### config.mk
export PLATFORM = sky130hd
export DESIGN_NAME = mem_stage
export DESIGN_NICKNAME = d
export VERILOG_FILES = /design/src/rtl/mem_stage_pkg.sv /design/src/rtl/mem_align.sv /design/src/rtl/mem_stage.sv
export SDC_FILE = /design/constraint.sdc
export NUM_CORES = 1
export LEC_CHECK = 0
export BUFFER_PORTS_ARGS = -buffer_cell sky130_fd_sc_hd__buf_2
export CORE_MARGIN = 2
export CORE_UTILIZATION = 45
export CTS_CLUSTER_DIAMETER = 60
export CTS_CLUSTER_SIZE = 14
export DETAILED_ROUTE_END_ITERATION = 12
export HOLD_SLACK_MARGIN = 0.08
export PLACE_DENSITY = 0.75
export SKIP_LAST_GASP = 1
export SYNTH_ARGS = -nofsm -noshare
export SYNTH_HDL_FRONTEND = slang
export SYNTH_SLANG_ARGS = --single-unit
### constraint.sdc
create_clock -name clk -period 2.4 [get_ports clk]
set_input_delay 0.24 -clock clk [delete_from_list [all_inputs] [get_ports clk]]
set_output_delay 0.24 -clock clk [all_outputs]
set_load 0.02 [all_outputs]
### src/rtl/mem_stage_pkg.sv
// Shared types and op codes for the MEM stage.
// Imported by mem_stage and mem_align.
package mem_stage_pkg;

  localparam int REG_W   = 32;
  localparam int RADDR_W = 5;
  localparam int ALUOP_W = 8;
  localparam int BE_W    = 4;

  localparam logic [ALUOP_W-1:0] EXOP_NOP = 8'h00;
  localparam logic [ALUOP_W-1:0] EXOP_ADD = 8'h01;
  localparam logic [ALUOP_W-1:0] EXOP_SUB = 8'h02;
  localparam logic [ALUOP_W-1:0] EXOP_LB  = 8'h20;
  localparam logic [ALUOP_W-1:0] EXOP_LH  = 8'h21;
  localparam logic [ALUOP_W-1:0] EXOP_LW  = 8'h22;
  localparam logic [ALUOP_W-1:0] EXOP_LBU = 8'h23;
  localparam logic [ALUOP_W-1:0] EXOP_LHU = 8'h24;
  localparam logic [ALUOP_W-1:0] EXOP_SB  = 8'h28;
  localparam logic [ALUOP_W-1:0] EXOP_SH  = 8'h29;
  localparam logic [ALUOP_W-1:0] EXOP_SW  = 8'h2a;

  typedef enum logic [1:0] {
    MEM_IDLE = 2'd0,
    MEM_BUSY = 2'd1,
    MEM_DONE = 2'd2
  } mem_state_t;

  function automatic logic [REG_W-1:0] word_addr(
    input logic [REG_W-1:0] a
  );
    return {a[REG_W-1:2], 2'b00};
  endfunction

endpackage

### src/rtl/mem_align.sv
// Store lane steering, load extraction and misalignment check.
// Purely combinational; no state.
module mem_align
  import mem_stage_pkg::*;
(
  input  logic [ALUOP_W-1:0] aluop,
  input  logic [1:0]         off,
  input  logic [REG_W-1:0]   sdata,
  input  logic [REG_W-1:0]   rword,
  output logic               is_mem,
  output logic               is_load,
  output logic               is_store,
  output logic               mis,
  output logic [BE_W-1:0]    be,
  output logic [REG_W-1:0]   wdata,
  output logic [REG_W-1:0]   ldata
);

  logic [7:0]  rbyte;
  logic [15:0] rhalf;

  always_comb begin
    rbyte = rword[7:0];
    unique case (off)
      2'd0: rbyte = rword[7:0];
      2'd1: rbyte = rword[15:8];
      2'd2: rbyte = rword[23:16];
      2'd3: rbyte = rword[31:24];
      default: rbyte = rword[7:0];
    endcase
  end

  assign rhalf = off[1] ? rword[31:16] : rword[15:0];

  always_comb begin
    is_load  = 1'b0;
    is_store = 1'b0;
    mis      = 1'b0;
    be       = 4'b1111;
    wdata    = '0;
    ldata    = rword;
    unique case (aluop)
      EXOP_LB: begin
        is_load = 1'b1;
        ldata   = {{24{rbyte[7]}}, rbyte};
      end
      EXOP_LBU: begin
        is_load = 1'b1;
        ldata   = {24'd0, rbyte};
      end
      EXOP_LH: begin
        is_load = 1'b1;
        mis     = off[0];
        ldata   = {{16{rhalf[15]}}, rhalf};
      end
      EXOP_LHU: begin
        is_load = 1'b1;
        mis     = off[0];
        ldata   = {16'd0, rhalf};
      end
      EXOP_LW: begin
        is_load = 1'b1;
        mis     = |off;
      end
      EXOP_SB: begin
        is_store = 1'b1;
        be       = 4'b0001 << off;
        wdata    = {4{sdata[7:0]}};
      end
      EXOP_SH: begin
        is_store = 1'b1;
        mis      = off[0];
        be       = off[1] ? 4'b1100 : 4'b0011;
        wdata    = {2{sdata[15:0]}};
      end
      EXOP_SW: begin
        is_store = 1'b1;
        mis      = |off;
        wdata    = sdata;
      end
      default: ;
    endcase
  end

  assign is_mem = is_load | is_store;

endmodule

### src/rtl/mem_stage.sv
// MEM stage: req/ack data bus access with stall and timeout.
// wb_* doubles as the MEM-stage forwarding source for ID.
module mem_stage
  import mem_stage_pkg::*;
#(
  parameter int TIMEOUT_CYCLES = 16,
  parameter int CNT_W          = 5
) (
  input  logic               clk,
  input  logic               rst,
  input  logic               me_w_enable,
  input  logic [RADDR_W-1:0] me_w_addr,
  input  logic [REG_W-1:0]   me_w_data,
  input  logic [ALUOP_W-1:0] me_aluop,
  input  logic [REG_W-1:0]   me_mem_addr,
  input  logic [5:0]         stall,
  output logic               wb_w_enable,
  output logic [RADDR_W-1:0] wb_w_addr,
  output logic [REG_W-1:0]   wb_w_data,
  output logic               stall_req,
  output logic               mem_req,
  output logic               mem_we,
  output logic [REG_W-1:0]   mem_addr,
  output logic [BE_W-1:0]    mem_be,
  output logic [REG_W-1:0]   mem_wdata,
  input  logic               mem_ack,
  input  logic [REG_W-1:0]   mem_rdata,
  output logic               misalign,
  output logic               bus_err
);

  localparam logic [CNT_W-1:0] LAST =
    CNT_W'(TIMEOUT_CYCLES - 1);

  mem_state_t       state;
  mem_state_t       nstate;
  logic [CNT_W-1:0] cnt;
  logic [REG_W-1:0] rdata_q;

  logic             is_mem;
  logic             is_load;
  logic             is_store;
  logic             mis;
  logic [BE_W-1:0]  be_c;
  logic [REG_W-1:0] wdata_c;
  logic [REG_W-1:0] ldata;
  logic             timeout;

  logic unused_stall;
  assign unused_stall = ^{stall[5], stall[3:0]};

  mem_align u_align (
    .aluop    (me_aluop),
    .off      (me_mem_addr[1:0]),
    .sdata    (me_w_data),
    .rword    (rdata_q),
    .is_mem   (is_mem),
    .is_load  (is_load),
    .is_store (is_store),
    .mis      (mis),
    .be       (be_c),
    .wdata    (wdata_c),
    .ldata    (ldata)
  );

  assign timeout = (cnt == LAST);

  always_ff @(posedge clk) begin
    if (rst) state <= MEM_IDLE;
    else     state <= nstate;
  end

  always_comb begin
    nstate      = state;
    stall_req   = 1'b0;
    misalign    = 1'b0;
    wb_w_enable = me_w_enable;
    wb_w_addr   = me_w_addr;
    wb_w_data   = me_w_data;
    unique case (state)
      MEM_IDLE: begin
        if (is_mem && mis) begin
          misalign    = 1'b1;
          wb_w_enable = 1'b0;
        end else if (is_mem) begin
          stall_req   = 1'b1;
          wb_w_enable = 1'b0;
          nstate      = MEM_BUSY;
        end
      end
      MEM_BUSY: begin
        stall_req   = 1'b1;
        wb_w_enable = 1'b0;
        if (mem_ack || timeout) nstate = MEM_DONE;
      end
      MEM_DONE: begin
        if (is_load) wb_w_data   = ldata;
        else         wb_w_enable = 1'b0;
        if (!stall[4]) nstate = MEM_IDLE;
      end
      default: nstate = MEM_IDLE;
    endcase
  end

  always_ff @(posedge clk) begin
    if (rst) begin
      cnt       <= '0;
      mem_req   <= 1'b0;
      mem_we    <= 1'b0;
      mem_addr  <= '0;
      mem_be    <= '0;
      mem_wdata <= '0;
      rdata_q   <= '0;
      bus_err   <= 1'b0;
    end else begin
      bus_err <= 1'b0;
      unique case (state)
        MEM_IDLE: begin
          if (nstate == MEM_BUSY) begin
            mem_req   <= 1'b1;
            mem_we    <= is_store;
            mem_addr  <= word_addr(me_mem_addr);
            mem_be    <= be_c;
            mem_wdata <= wdata_c;
            cnt       <= '0;
          end
        end
        MEM_BUSY: begin
          cnt <= cnt + 1'b1;
          // ack beats timeout when both land in the same cycle
          if (mem_ack) begin
            mem_req <= 1'b0;
            rdata_q <= mem_rdata;
          end else if (timeout) begin
            mem_req <= 1'b0;
            bus_err <= 1'b1;
            rdata_q <= '0;
          end
        end
        default: ;
      endcase
    end
  end

endmodule

== Yosys cells after proc, flatten, opt, wreduce, memory -nomap -nowiden ==
Index checks and enable logic that the tools add are counted.

* Add/subtract/negate cells: 1
* Multipliers: 0
* Div/mod/pow operators: 0
* Order comparisons: 0
* Equality and inequality tests: 17
* Shift operators: 1
* Muxes and demuxes: 34
* Bitwise logic cells: 2
* Reduce and logical (&&, ||, !) cells: 16

{| class="wikitable"
|+ Operators with widths
! kind !! count
|-
| $mux 32 || 4
|-
| $pmux 32 s4 || 1
|-
| $pmux 32 s3 || 1
|-
| $eq 8x6->1 const B || 8
|-
| $pmux 8 s4 || 1
|-
| $mux 16 || 1
|-
| $mux 1 || 13
|-
| $pmux 5 s2 || 1
|-
| $reduce_or 3->1 || 3
|-
| $mux 2 || 4
|-
| $pmux 4 s2 || 1
|-
| $eq 2x1->1 const B || 3
|-
| $eq 2x2->1 const B || 3
|-
| $pmux 1 s2 || 3
|-
| $pmux 2 s3 || 1
|-
| $reduce_and 2->1 || 3
|-
| $add 5x1->5 const B || 1
|-
| $eq 5x4->1 const B || 1
|-
| $mux 5 || 1
|-
| $reduce_or 5->1 || 1
|-
| $logic_not 2->1 || 2
|-
| $mux 4 || 1
|-
| $reduce_bool 2->1 || 2
|-
| $reduce_or 2->1 || 2
|-
| other kinds (9) || 9
|}

* Register bits after elaboration: 108
* Latch bits: 0
* RAM bits: 0
* Memory bits (read-only): 0
* Input port bits: 119
* Output and inout bits: 111
* Word-level logic and storage cells: 80
* Memories kept: 0

== Depth between registers and ports, before layout ==
* Depth in word-level cells: 10
* Mapped depth: 8
* Gate-level depth less buffers: 6

== Hierarchy ==
Synthesis repeated with hierarchy kept, for this count alone.

* Cells, all modules: 718
* Area, all modules: 5,676.7 sq um

{| class="wikitable"
|+ By module, submodules not included
! module !! times used !! cells each !! area each (sq um)
|-
| mem_stage || 1 || 531 || 4,374.2
|-
| mem_align || 1 || 187 || 1,302.5
|}

== Worst setup path before layout ==
Ideal clock, no wire load.

* Kind: input to output
* Start: in me_aluop[4]
* End: out wb_w_data[10]
* Arrival: 2,095 ps
* Setup slack: 65 ps
* Stages: 5
* Path buffers: 1
* Path through: or4b_4 > buf_2 > nor4_4 > o21ai_0 > a221oi_1

* Longest elaborated chain between the ends: 5
* Elaborated cells between the ends (all ways): 10
* Classes of those cells: eq/ne: 5; mux: 4; reduce/logical: 1

{| class="wikitable"
|+ RTL lines
! item !! RTL line !! source
|-
| from (decl) || mem_stage.sv:14 || <nowiki>input logic [ALUOP_W-1:0] me_aluop,</nowiki>
|-
| $eq 8x6->1 || mem_align.sv:42 || <nowiki>unique case (aluop)</nowiki>
|-
| $reduce_or 5->1 (no line) || -- ||
|-
| $mux 1 || mem_align.sv:42 ||
|-
| $mux 32 * || mem_stage.sv:97 || <nowiki>if (is_load) wb_w_data = ldata;</nowiki>
|-
| $mux 32 * || mem_stage.sv:80 || <nowiki>unique case (state)</nowiki>
|-
| to (decl) || mem_stage.sv:19 || <nowiki>output logic [REG_W-1:0] wb_w_data,</nowiki>
|}

Every way passes the cells marked *; elsewhere a longest branch is shown, timed or not.

== Worst setup path in the final report ==
* Start: reg state[0]
* End: out wb_w_data[15]

* Longest elaborated chain between the ends: 2

{| class="wikitable"
|+ RTL lines
! item !! RTL line !! source
|-
| from (decl) || mem_stage.sv:35 || <nowiki>mem_state_t state;</nowiki>
|-
| from (signal assigned) || mem_stage.sv:70 || <nowiki>else state <= nstate;</nowiki>
|-
| $eq 2x2->1 || mem_stage.sv:80 ||
|-
| $mux 32 || mem_stage.sv:80 ||
|}

Every way passes these cells.

==> results.md <==
- Slew Limit Fails: 0
- Avg Synthesized Cell Area: approximately 8.5 sq um
- Total number of nets in the final design: 1020
- Worst voltage drop across the vdd grid: approximately 0.38 mV
- Final GP Congestion: approximately 0.97
- Maximum fanout count along the critical path: 9
- Hold violation total from the final report: 0
- Clock Tree Buf Depth: 2
- Largest net degree at the start of global routing: 91
- Global Route Usage Sum: 0.245
- Final setup violation count: 0
- Summed negative setup slack over all endpoints: 0 ns
- Headroom to the max-slew limit: 0.603
- Synthesized cell area: 5930 sq um
- Tcrit/Tclk final: 0.991
- Number of distinct standard cells referenced by the synthesized netlist: 59
- Hold-fix buffer count after cts: 0
- CTS clk-pin slew, worst paths: 0.07 ns
- Min Clock Period, post-route: roughly 2.4 ns
- Port buffer count: ~210
- Final routed wire length divided by cell count: 16.4 microns
- Cell depth of the worst hold path: 3
- DIE AREA: ~14000 sq um
- Post-synthesis instance total: roughly 700
- Outcome: completed
- Critical path type: register to primary output
- Count of fill cells added during filler insertion: 1159
- Worst Reg-to-Reg Cells: 8
- Sequential-to-total area share from yosys stat: 0.365
- Clock share of power: 0.378
- Starting density of the core: 0.466
- TritonCTS buffer count: 9
- Layout area overhead: 29.2%
- Fraction of power consumed by sequential logic: 0.491
- Crit path required time: 2.16 ns
- Die Width: about 120 microns
- Vias in the first global route: 5287
- Number of iterations in the first detailed-routing pass: 6
- Reported leakage power: ~0.0035 uW
- Most Used Layer, Global Route: met2
- # H-tree levels: 3
- Wire length of the first global-routing pass: between 20000 and 30000 microns
- Half-perimeter wire length after detailed placement: 13300 microns
- Register bit count reported by yosys: ~110
- Post-synthesis async set-or-reset flop share: 0
- Number of enable flip-flop cells after synthesis: 0
- Total number of vias: between 5000 and 6000
- Total power per unit cell area: roughly 480 nW/um^2
- Number of rows in the core area: 41
- Global Route met1 Usage: 0.346
- Worst-Margin Slew: just under 0.6 ns
- DRC violation total after the first TritonRoute iteration: 536
- Sum of routed wire length over all layers: 17700 microns
- Internal power: about 2700 uW
- Dominant synthesized flop cell: dfxtp_1
- Share of layout cells above drive strength 1: 0.348
- Critical Path End Type: primary output
- RSZ-0062 raised after global routing: yes
- Clock latency on the worst-skew pair: between 0.3 and 0.4 ns
- Max_cap viols: 0
- Most common cell after layout, fill and taps aside: buf_2
- Combinational share of power: 0.131
- Standard cell core area: 12700 sq um
- Global-route met3 utilization: 0.0468
- HP Class: input pin to register
- Core utilization of the finished layout: 0.602
- Via/cell ratio: ~5.5
- GRT overflow: 0
- Power dissipated by switching net loads: 950 uW
- Fmax: about 420 MHz
- Die Y-Extent: between 100 and 150 microns
- DRC violation count after routing: 0
- Ys Warns: 0
- Sw frac: 0.259
- Met2 usage: 0.370
- Worst Skew: between 0.004 and 0.005 ns
- Highest-count cells in the layout ignoring fill and taps: buf_2, nand2_1, dfxtp_1, nor2_1, mux2i_1
- Category of the worst setup path launch point: register
- Number of clock sinks: about 110
- Final antenna-violating net count: 0
- Antenna violations before repair: 1
- Data arrival time of the critical path: about 2.1 ns
- CTS Root Cell: clkbuf_16
- Total I/O pin count: 230
- CTS tree: yes
## cells by family (layout without fill, tap and decap cells)
| logic type | after synthesis | in the layout | share of synthesized area |
|---|---|---|---|
| simple gates | 275 | 275 | 0.218 |
| buf+inv | 78 | 287 | 0.0635 |
| mux | 84 | 84 | 0.166 |
| compound gates | 143 | 143 | 0.178 |
| flops | 108 | 108 | 0.365 |
| fa+ha+maj | 2 | 2 | 0.00422 |
| xor+xnor | 3 | 3 | 0.00443 |
| other cells | 1 | 3 | 0.000632 |
## synthesized netlist by cell type, drive strengths merged, types with 2 or more instances
cell       n  share of area
a2111oi    6          0.015
a211oi    11          0.015
a21oi     22          0.020
a221oi     8          0.013
a22oi     40          0.051
and2      17          0.018
and3       3         0.0032
and3b      8          0.012
buf       31          0.034
clkbuf    34          0.022
dfxtp    108           0.36
ha         2         0.0042
inv       13         0.0082
mux2      10          0.022
mux2i     65           0.11
mux4       9          0.034
nand2    114          0.072
nand2b     3         0.0032
nand3      4         0.0034
nor2      84          0.053
nor2b     11          0.012
nor3       9         0.0095
nor3b      2         0.0025
nor4       7          0.012
o211a      5         0.0084
o211ai     4         0.0051
o21a       4         0.0051
o21ai     28          0.024
o2bb2ai    8          0.012
o41ai      2         0.0030
or2        2         0.0021
or3        3         0.0032
or4        2         0.0025
xnor2      2         0.0030
## cell type report
class	count	area, sq um	area share
timing repair buffer	258	1500	0.196
clock buffer	13	250	0.0327
clock inverter	3	21.3	0.00278
inverter	13	48.8	0.00637
sequential	108	2160	0.283
multi-input combinational	509	3460	0.451
tap	172	215	0.0281
antenna	1	2.50	0.000327
## per-stage QoR
step | cell area [sq um] | worst slack, ns | hold WS (ns) | instances | total power, uW
final | 7660 | 0.0209 | 0.127 | 1077 | 3680
after floorplan | 5930 | 0.0652 | 0.379 | 695 | 2120
after global routing | 7660 | -0.0644 | 0.125 | 1077 | 3820
after detailed placement | 7280 | -0.0820 | 0.444 | 1054 | 2320
after CTS | 7600 | -0.0285 | 0.120 | 1073 | 3700
after global placement | 7280 | -0.156 | 0.441 | 1054 | 2320
## power groups by stage
stage | Combinational [uW] | Sequential, uW | Clock [uW]
floorplan | 268 | 1850 | 0
global placement | 469 | 1850 | 0
CTS | 474 | 1810 | 1420
detailed placement | 470 | 1850 | 0
finish | 482 | 1810 | 1390
global route | 521 | 1810 | 1490
## registers in the layout, summed over array words and instances, names as in the netlist
register   flops
mem_addr      30
mem_wdata     32
state          2
mem_be         4
mem_we         1
mem_req        1
bus_err        1
cnt            5
rdata_q       32
## path summary, 6_finish.rpt
check	slack, ns	to	startpoint
setup reg to reg	0.34	mem_wdata[8]$_SDFFE_PP0P_	state[1]$_SDFF_PP0_
setup / recovery	0.02	wb_w_data[15]	state[0]$_SDFF_PP0_
hold reg to reg	0.45	mem_addr[13]$_SDFFE_PP0P_	mem_addr[13]$_SDFFE_PP0P_
hold / removal	0.13	mem_addr[24]$_SDFFE_PP0P_	me_mem_addr[24]
## repair_timing
action                     4_1_cts  5_1_grt
buffers inserted                 3        3
resized for setup                6        8
setup endpoints to repair       17       30
pin swaps                        1        0
## worst max-delay path, cell delays in order (launching register included)
cell,delay (ns)
dfxtp_2,0.34
or3b_4,0.37
or3_4,0.36
buf_6,0.15
nor3_2,0.19
a211oi_2,0.07
buf_4,0.16
buf_2,0.15
## per-layer routing
layer / wire length [microns] / vias up / share of wire
met3: 1350 / 26 / 0.076
met4: 369 / 0 / 0.021
li1: - / 2852 / -
met1: 8040 / 2746 / 0.45
met5: 0 / - / 0
met2: 7940 / 252 / 0.45
(Power assumes the default switching activity.)
